`src/rtl/twiddle_rotator_64.sv`:
```
// Complex sample rotator: multiplies each input sample by a twiddle factor read from an
// external registered table indexed by the sample's position in its frame.
module twiddle_rotator_64 #(
  parameter int DIN_W = 10,
  parameter int TW_W  = 9,
  parameter int N     = 64
) (
  input  logic                      clk,
  input  logic                      rst,
  input  logic                      din_valid,
  input  logic                      din_sof,
  input  logic signed [DIN_W-1:0]   din_re,
  input  logic signed [DIN_W-1:0]   din_im,
  output logic [$clog2(N)-1:0]      tw_addr,
  input  logic signed [TW_W-1:0]    tw_re,
  input  logic signed [TW_W-1:0]    tw_im,
  output logic                      dout_valid,
  output logic                      dout_sof,
  output logic signed [DIN_W-1:0]   dout_re,
  output logic signed [DIN_W-1:0]   dout_im,
  output logic                      frame_err
);

  localparam int AW   = $clog2(N);
  localparam int PW   = DIN_W + TW_W;
  localparam int SW   = PW + 1;
  localparam int RW   = SW + 1;
  localparam int FRAC = TW_W - 2;
  localparam logic signed [RW-1:0] SMAX = RW'((1 <<< (DIN_W - 1)) - 1);
  localparam logic signed [RW-1:0] SMIN = RW'(-(1 <<< (DIN_W - 1)));

  // Round half up (floor of x+0.5) on the Q1.7 product sum, then clamp to the output range.
  function automatic logic signed [DIN_W-1:0] round_sat(input logic signed [SW-1:0] s);
    logic signed [RW-1:0] t;
    t = (RW'(s) + RW'(1 <<< (FRAC - 1))) >>> FRAC;
    if (t > SMAX) t = SMAX;
    else if (t < SMIN) t = SMIN;
    return t[DIN_W-1:0];
  endfunction

  logic          acc;
  logic [AW-1:0] idx_q, idx_d, idx_cur, addr_q;

  logic                     vld_p1_q, sof_p1_q, err_p1_q;
  logic signed [DIN_W-1:0]  re_p1_q, im_p1_q;
  logic                     vld_p2_q, sof_p2_q, err_p2_q;
  logic signed [PW-1:0]     rr_p2_q, ii_p2_q, ri_p2_q, ir_p2_q;
  logic signed [SW-1:0]     re_sum, im_sum;
  logic                     dout_valid_q, dout_sof_q, frame_err_q;
  logic signed [DIN_W-1:0]  dout_re_q, dout_im_q;

  // Stage p0: index assignment and twiddle address for the sample on the inputs.
  assign acc     = din_valid & ~rst;
  assign idx_cur = din_sof ? '0 : idx_q;

  always_comb begin
    idx_d = idx_q;
    if (acc) idx_d = (idx_cur == AW'(N - 1)) ? '0 : idx_cur + AW'(1);
  end

  always_comb begin
    tw_addr = addr_q;
    if (rst) tw_addr = '0;
    else if (din_valid) tw_addr = idx_cur;
  end

  always_ff @(posedge clk) begin
    if (rst) begin
      idx_q  <= '0;
      addr_q <= '0;
    end else begin
      idx_q  <= idx_d;
      addr_q <= tw_addr;
    end
  end

  // Stage p1: sample registered, aligned with the table output.
  always_ff @(posedge clk) begin
    if (rst) begin
      vld_p1_q <= 1'b0;
      sof_p1_q <= 1'b0;
      err_p1_q <= 1'b0;
    end else begin
      vld_p1_q <= acc;
      sof_p1_q <= acc & (idx_cur == '0);
      err_p1_q <= acc & din_sof & (idx_q != '0);
    end
  end

  always_ff @(posedge clk) begin
    if (acc) begin
      re_p1_q <= din_re;
      im_p1_q <= din_im;
    end
  end

  // Stage p2: the four partial products.
  always_ff @(posedge clk) begin
    if (rst) begin
      vld_p2_q <= 1'b0;
      sof_p2_q <= 1'b0;
      err_p2_q <= 1'b0;
    end else begin
      vld_p2_q <= vld_p1_q;
      sof_p2_q <= sof_p1_q;
      err_p2_q <= err_p1_q;
    end
  end

  always_ff @(posedge clk) begin
    rr_p2_q <= PW'(re_p1_q) * PW'(tw_re);
    ii_p2_q <= PW'(im_p1_q) * PW'(tw_im);
    ri_p2_q <= PW'(re_p1_q) * PW'(tw_im);
    ir_p2_q <= PW'(im_p1_q) * PW'(tw_re);
  end

  // Stage p3: full-precision sums, rounding, saturation; data holds across bubbles.
  assign re_sum = SW'(rr_p2_q) - SW'(ii_p2_q);
  assign im_sum = SW'(ri_p2_q) + SW'(ir_p2_q);

  always_ff @(posedge clk) begin
    if (rst) begin
      dout_valid_q <= 1'b0;
      dout_sof_q   <= 1'b0;
      frame_err_q  <= 1'b0;
      dout_re_q    <= '0;
      dout_im_q    <= '0;
    end else begin
      dout_valid_q <= vld_p2_q;
      dout_sof_q   <= vld_p2_q & sof_p2_q;
      frame_err_q  <= vld_p2_q & err_p2_q;
      if (vld_p2_q) begin
        dout_re_q <= round_sat(re_sum);
        dout_im_q <= round_sat(im_sum);
      end
    end
  end

  assign dout_valid = dout_valid_q;
  assign dout_sof   = dout_sof_q;
  assign frame_err  = frame_err_q;
  assign dout_re    = dout_re_q;
  assign dout_im    = dout_im_q;

endmodule
```
`config.mk`:
```
export PLATFORM = sky130hd
export DESIGN_NAME = twiddle_rotator_64
export DESIGN_NICKNAME = d
export VERILOG_FILES = /design/src/rtl/twiddle_rotator_64.sv
export SDC_FILE = /design/constraint.sdc
export NUM_CORES = 1
export LEC_CHECK = 0
export BUFFER_PORTS_ARGS = -buffer_cell sky130_fd_sc_hd__buf_2
export CORE_MARGIN = 5
export CORE_UTILIZATION = 40
export CTS_CLUSTER_SIZE = 16
export DETAILED_ROUTE_END_ITERATION = 6
export GPL_TIMING_DRIVEN = 0
export SYNTH_ARGS = -nofsm -noshare
export SYNTH_HDL_FRONTEND = slang
export SYNTH_SLANG_ARGS = --single-unit
```
`constraint.sdc`:
```
create_clock -name clk -period 7.86 [get_ports clk]
set_input_delay 0.786 -clock clk [delete_from_list [all_inputs] [get_ports clk]]
set_output_delay 0.786 -clock clk [all_outputs]
set_load 0.01 [all_outputs]
```
### Word-level counts from Yosys, hierarchy flattened

Index checks and enable logic that the tools add are counted.

| storage, ports and cells | value |
|---|---|
| output and inout bits | 29 |
| flip-flop bits (word level) | 137 |
| logic and storage cells | 50 |
| bits of input ports | 42 |

| operators by class | value |
|---|---|
| add/sub/neg operators | 5 |
| multipliers | 4 |
| eq/ne operators | 1 |
| muxes and demuxes | 8 |
| order comparisons | 4 |
| bitwise logic cells | 7 |
| reductions and logical operators | 2 |

Operators by type and width:

| operator | count |
|---|---|
| $mul 10x9->19 | 4 |
| $add 20x8->21 const B | 2 |
| $mux 10 | 4 |
| $gt 14x10->1 const B | 2 |
| $lt 14x10->1 const B | 2 |
| $mux 6 | 4 |
| $add 19x19->20 | 1 |
| $sub 19x19->20 | 1 |
| $add 6x1->6 const B | 1 |
| $and 1x1->1 | 6 |
| $eq 6x6->1 const B | 1 |
| $logic_not 6->1 | 1 |
| $reduce_bool 6->1 | 1 |
| $not 1->1 | 1 |

### Logic depth before layout (Yosys ltp)

| depth | value |
|---|---|
| depth in word-level cells | 5 |
| gate-level depth with buffers | 22 |

### Worst setup path after synthesis

No wires, ideal clock.

| timing | value |
|---|---|
| path kind | input -> register |
| start | input port tw_im[1] |
| end | register ri_p2_q[17] |
| data required time | 7.788 ns |
| setup time | 0.072 ns |
| setup slack | 2.100 ns |
| arrival time | 5.687 ns |
| path buffers | 2 |
| stages | 22 |
| path through | clkbuf_1 > clkbuf_1 > nand2_1 > fa_1 > inv_1 > fa_1 > ha_1 > inv_1 > fa_1 > inv_1 > ha_1 > ha_1 > fa_1 > a21o_1 > a21oi_1 > o21bai_1 > a21oi_1 > nor2b_1 > o21a_1 > o31a_1 > o41ai_1 > xnor2_1 |

| on the way | value |
|---|---|
| word-level cells in the longest chain between the ends | 1 |

RTL lines:

| element | RTL line | text |
|---|---|---|
| start: declaration | 16 | `input logic signed [TW_W-1:0] tw_im,` |
| $mul 10x9->19 | 113 | `ri_p2_q <= PW'(re_p1_q) * PW'(tw_im);` |
| end signal: assignment | 113 |  |
| end: declaration | 47 | `logic signed [PW-1:0] rr_p2_q, ii_p2_q, ri_p2_q, ir_p2_q;` |

Every way passes these cells.
A chain may end at the register's enable or synchronous reset.

### Worst setup path after layout

Same ends and word-level chain as after synthesis.

==> impl_summary.md <==
Synth
The netlist uses 63 different library cells. Each instance of the synthesized netlist takes up on average 9.722 sq um. The multiplexer fraction of the synthesized cell area is 0.4108%.

In this run, synthesis inferred 20 flip-flops with an integrated enable. The area fraction in and, or, nand and nor cells after synthesis is 14.63%. The post-synthesis share of cell area spent on xor and xnor gates is 4.667%. The synthesis warning total is 0. After synthesis, the share of flip-flops with an asynchronous set or reset is 0%. Among all flip-flop cells after synthesis, the most frequent one is sky130_fd_sc_hd__dfxtp_1.

The combined area of all synthesized cells is 0.01858 sq mm. The combinational family with the most area after synthesis is adder cells. After synthesis, flip-flops and latches occupy 15.84% of the total area. By area the synthesized netlist is led by sky130_fd_sc_hd__fa_1 33%, sky130_fd_sc_hd__ha_1 16%, sky130_fd_sc_hd__dfxtp_1 13%, sky130_fd_sc_hd__inv_1 6.6%, sky130_fd_sc_hd__and2_1 5.1%.

The number of instances in the synthesized netlist is 1911. The synthesized-area fraction occupied by ao, oa, aoi and oai cells is 7.422%. The count of state elements after synthesis is 137.

The net count after synthesis is 2495. The adder-cell share of the synthesized area is 48.95%. Of the post-synthesis cell area, the dominant cell type holds 33.19%. sky130_fd_sc_hd__fa_1 takes more of the synthesized area than any other cell.

Critical path
Data on the critical path is required at its endpoint by 8260 ps. The sort of element at the end of the critical path is a register. For the worst flop-to-flop path, the logic depth is 21. The highest net fanout along the worst path is 10. The kind of critical path is primary input to register.

The reg2reg setup slack is 1500 ps. The worst setup path is launched from a primary input. Data arrives at the worst endpoint at 6920 ps.

Cells and area
The multi-input combinational cell area is 0.01414 sq mm. The total of fill cells in the finished design is 4483. The final layout contains 2571 nets.

Leaving out fill and tap cells, the most frequent cells in the layout are 329 x sky130_fd_sc_hd__inv_1, 308 x sky130_fd_sc_hd__fa_1, 234 x sky130_fd_sc_hd__ha_1, 196 x sky130_fd_sc_hd__nand2_1, 152 x sky130_fd_sc_hd__and2_1. The most common cell after layout, fill and taps aside is sky130_fd_sc_hd__inv_1. The area of all placed cells without fillers is 0.02026 sq mm. The sequential cell area is 0.002943 sq mm. The repair_antennas step left the layout with diodes totalling 0. In the final layout, the share of cells above drive strength 1 is 5.950%. Compared with the post-synthesis result, the final layout area differs by 9.052%.

Clocking
The clock latency reported for the late side of the worst-skew pair is 480 ps. The maximum clock path buffer count is 2. The count of H-tree levels built during CTS is 4. The number of hold buffers added after CTS was 0. In this run the post-CTS setup repair buffer count came out at 0. Post-CTS repair changed the size of 0 cells.

The TritonCTS clock tree is built. The clock root buffer master is sky130_fd_sc_hd__clkbuf_16. The tree built by TritonCTS fans out to 137 sinks. Counting the buffers created by CTS gives 17. The clock input transition at the sequential cells of the worst setup and hold paths is 60 ps.

Placed design
The placed wire-length estimate is 34760 microns. The congestion estimate from routability-driven global placement came to 0.8925. Once placement finished, the instance area stood at 0.01964 sq mm. The total of buffers placed on input and output ports is 56.

Route
The total detailed-routing wirelength is 43370 microns. The final routed DRC violation total is 0. The count of routing violations after the opening detailed-route iteration is 755. The pre-antenna-repair detailed-routing pass consisted of 5 iterations. The via density per instance is 5.021. The average wire length per cell after detail routing is 16.64 microns. The vias after detailed routing is 13090. The remaining antenna violation count is 0.

Run
The count of maximum capacitance violations is 0.

Global route
The via count of the first global-routing pass is 13560. The initial antenna violation count came to 0. The aggregate global routing overflow is 0. The largest net degree at the start of global routing is 17. The wire length of the first global-routing pass is 71370 microns.

The all-layer global routing usage is 18.16%.

Floorplan
The vertical die dimension is 225.5 microns. For this design the top-level I/O count stands at 71. The placeable core region is 0.04626 sq mm. The effective utilization at floorplan is 40.16%. The width of the die is 225.5 microns. The die covers 0.05085 sq mm.

The number of placement rows is 79.

STA
Measured against its own limit, the worst slew margin works out to 39.91%. At the pin with the least slew margin, the transition time is 901.3 ps. Setup total negative slack on the finished layout was measured at 0 ps. The shortest period the worst path allows is 6514 ps. The final period utilization is 82.87%.

The total count of max-transition violations in the final report came to 0. The count of final hold-check violations came to 0. Across the routed clock network, the largest skew measured is 15.40 ps. Static timing analysis puts the maximum clock frequency at 153.5 MHz. Setup repair after global routing left no endpoint under its margin. The final number of setup-violating endpoints is 0.

Hold path
The tightest min-delay check is of the register to register type. The number of cells traversed by the worst hold path is 1.

Power
In this run the power density over the cells is 442.0 mW/mm^2. In this run the static leakage power is 10.03 nW. The worst-case vdd ir drop is 233.8 uV.

Outcome
The run finished with clean final reports.
==> registers in the layout (all words and copies together), names as in the netlist, 6 cells and up <==
signal	flops
ri_p2_q	19
im_p1_q	10
re_p1_q	10
ir_p2_q	19
dout_re	10
dout_im	10
ii_p2_q	19
rr_p2_q	19
idx_q	6
addr_q	6
==> stage by stage <==
stage | cells | setup WS (ps) | power, W | utilization (%) | hold WS, ps
finish | 2607 | 1346 | 0.008955 | 43.80 | 424.8
detailed placement | 2575 | 881.2 | 0.008165 | 42.45 | 412.9
global placement | 2574 | 923.8 | 0.008042 | 42.41 | 408.6
CTS | 2607 | 1389 | 0.009122 | 43.80 | 427.4
floorplan | 1911 | 2100 | 0.006655 | - | 405.7
global route | 2607 | 1001 | 0.01010 | 43.80 | 448.9
==> layer usage <==
metal | up-vias | track usage (%) | wire length (microns)
met5 | - | 0 | 0
met4 | 0 | 5.564 | 1238
met3 | 62 | 4.976 | 3569
met2 | 427 | 28.55 | 19410
met1 | 6458 | 24.61 | 19150
li1 | 6143 | - | -
==> worst paths after layout <==
kind | start | endpoint
setup / recovery | tw_im[1] | ri_p2_q[17]
hold / removal | err_p2_q | frame_err
setup reg to reg | re_p1_q[7] | rr_p2_q[17]
hold reg to reg | err_p2_q | frame_err
==> cell type report <==
type / instances / share of cell area, %
Clock inverter: 11 / 0.7041
Tap cell: 607 / 3.749
Multi-Input combinational cell: 1374 / 69.78
Timing Repair Buffer: 57 / 1.458
Sequential cell: 137 / 14.53
Buffer: 71 / 1.315
Inverter: 329 / 6.096
Clock buffer: 21 / 2.378
==> kinds of logic (layout without fill, tap and decap cells) <==
family / count (synthesis) / count (layout)
simple gates: 535 / 535
compound gates: 191 / 191
fa+ha+maj: 542 / 542
xor+xnor: 99 / 99
mux: 7 / 7
flops: 137 / 137
buf+inv: 400 / 489
==> power by group <==
group / switching, W / total [W] / internal, W
Clock: 0.000328 / 0.000860 / 0.000532
Combinational: 0.00380 / 0.00700 / 0.00320
Sequential: 0.0000865 / 0.00110 / 0.00101
Total: 0.00421 / 0.00896 / 0.00474
==> critical path: stages <==
cell,delay (ps)
sky130_fd_sc_hd__buf_2,110
sky130_fd_sc_hd__clkbuf_1,620
sky130_fd_sc_hd__clkbuf_1,630
sky130_fd_sc_hd__nand2_1,160
sky130_fd_sc_hd__fa_1,530
sky130_fd_sc_hd__inv_1,50
sky130_fd_sc_hd__fa_1,450
sky130_fd_sc_hd__ha_1,280
sky130_fd_sc_hd__inv_1,40
sky130_fd_sc_hd__fa_1,470
sky130_fd_sc_hd__inv_1,40
sky130_fd_sc_hd__ha_1,270
sky130_fd_sc_hd__ha_1,220
sky130_fd_sc_hd__fa_1,460
sky130_fd_sc_hd__a21o_1,170
sky130_fd_sc_hd__a21oi_1,250
sky130_fd_sc_hd__o21bai_1,100
sky130_fd_sc_hd__a21oi_1,240
sky130_fd_sc_hd__nor2b_1,80
sky130_fd_sc_hd__o21a_1,180
sky130_fd_sc_hd__o31a_1,260
sky130_fd_sc_hd__o41ai_1,330
sky130_fd_sc_hd__xnor2_1,170
==> synthesized netlist by cell type (3+ instances only) <==
master	n
sky130_fd_sc_hd__a211o_1	5
sky130_fd_sc_hd__a211oi_1	11
sky130_fd_sc_hd__a21o_1	15
sky130_fd_sc_hd__a21oi_1	52
sky130_fd_sc_hd__a31o_2	5
sky130_fd_sc_hd__a31oi_1	11
sky130_fd_sc_hd__and2_1	152
sky130_fd_sc_hd__and3_1	10
sky130_fd_sc_hd__clkbuf_1	70
sky130_fd_sc_hd__dfxtp_1	117
sky130_fd_sc_hd__edfxtp_1	20
sky130_fd_sc_hd__fa_1	308
sky130_fd_sc_hd__ha_1	234
sky130_fd_sc_hd__inv_1	329
sky130_fd_sc_hd__mux2_2	5
sky130_fd_sc_hd__nand2_1	196
sky130_fd_sc_hd__nand2b_1	21
sky130_fd_sc_hd__nand3_1	26
sky130_fd_sc_hd__nand3b_1	4
sky130_fd_sc_hd__nand4_1	5
sky130_fd_sc_hd__nor2_1	50
sky130_fd_sc_hd__nor2b_1	42
sky130_fd_sc_hd__nor3_1	14
sky130_fd_sc_hd__o211ai_1	5
sky130_fd_sc_hd__o21a_1	14
sky130_fd_sc_hd__o21ai_0	16
sky130_fd_sc_hd__o21bai_1	22
sky130_fd_sc_hd__o31a_1	4
sky130_fd_sc_hd__o41ai_1	4
sky130_fd_sc_hd__or2_2	5
sky130_fd_sc_hd__or3_1	3
sky130_fd_sc_hd__xnor2_1	83
sky130_fd_sc_hd__xor2_1	16
No activity file was read; power rests on OpenSTA's default activity.
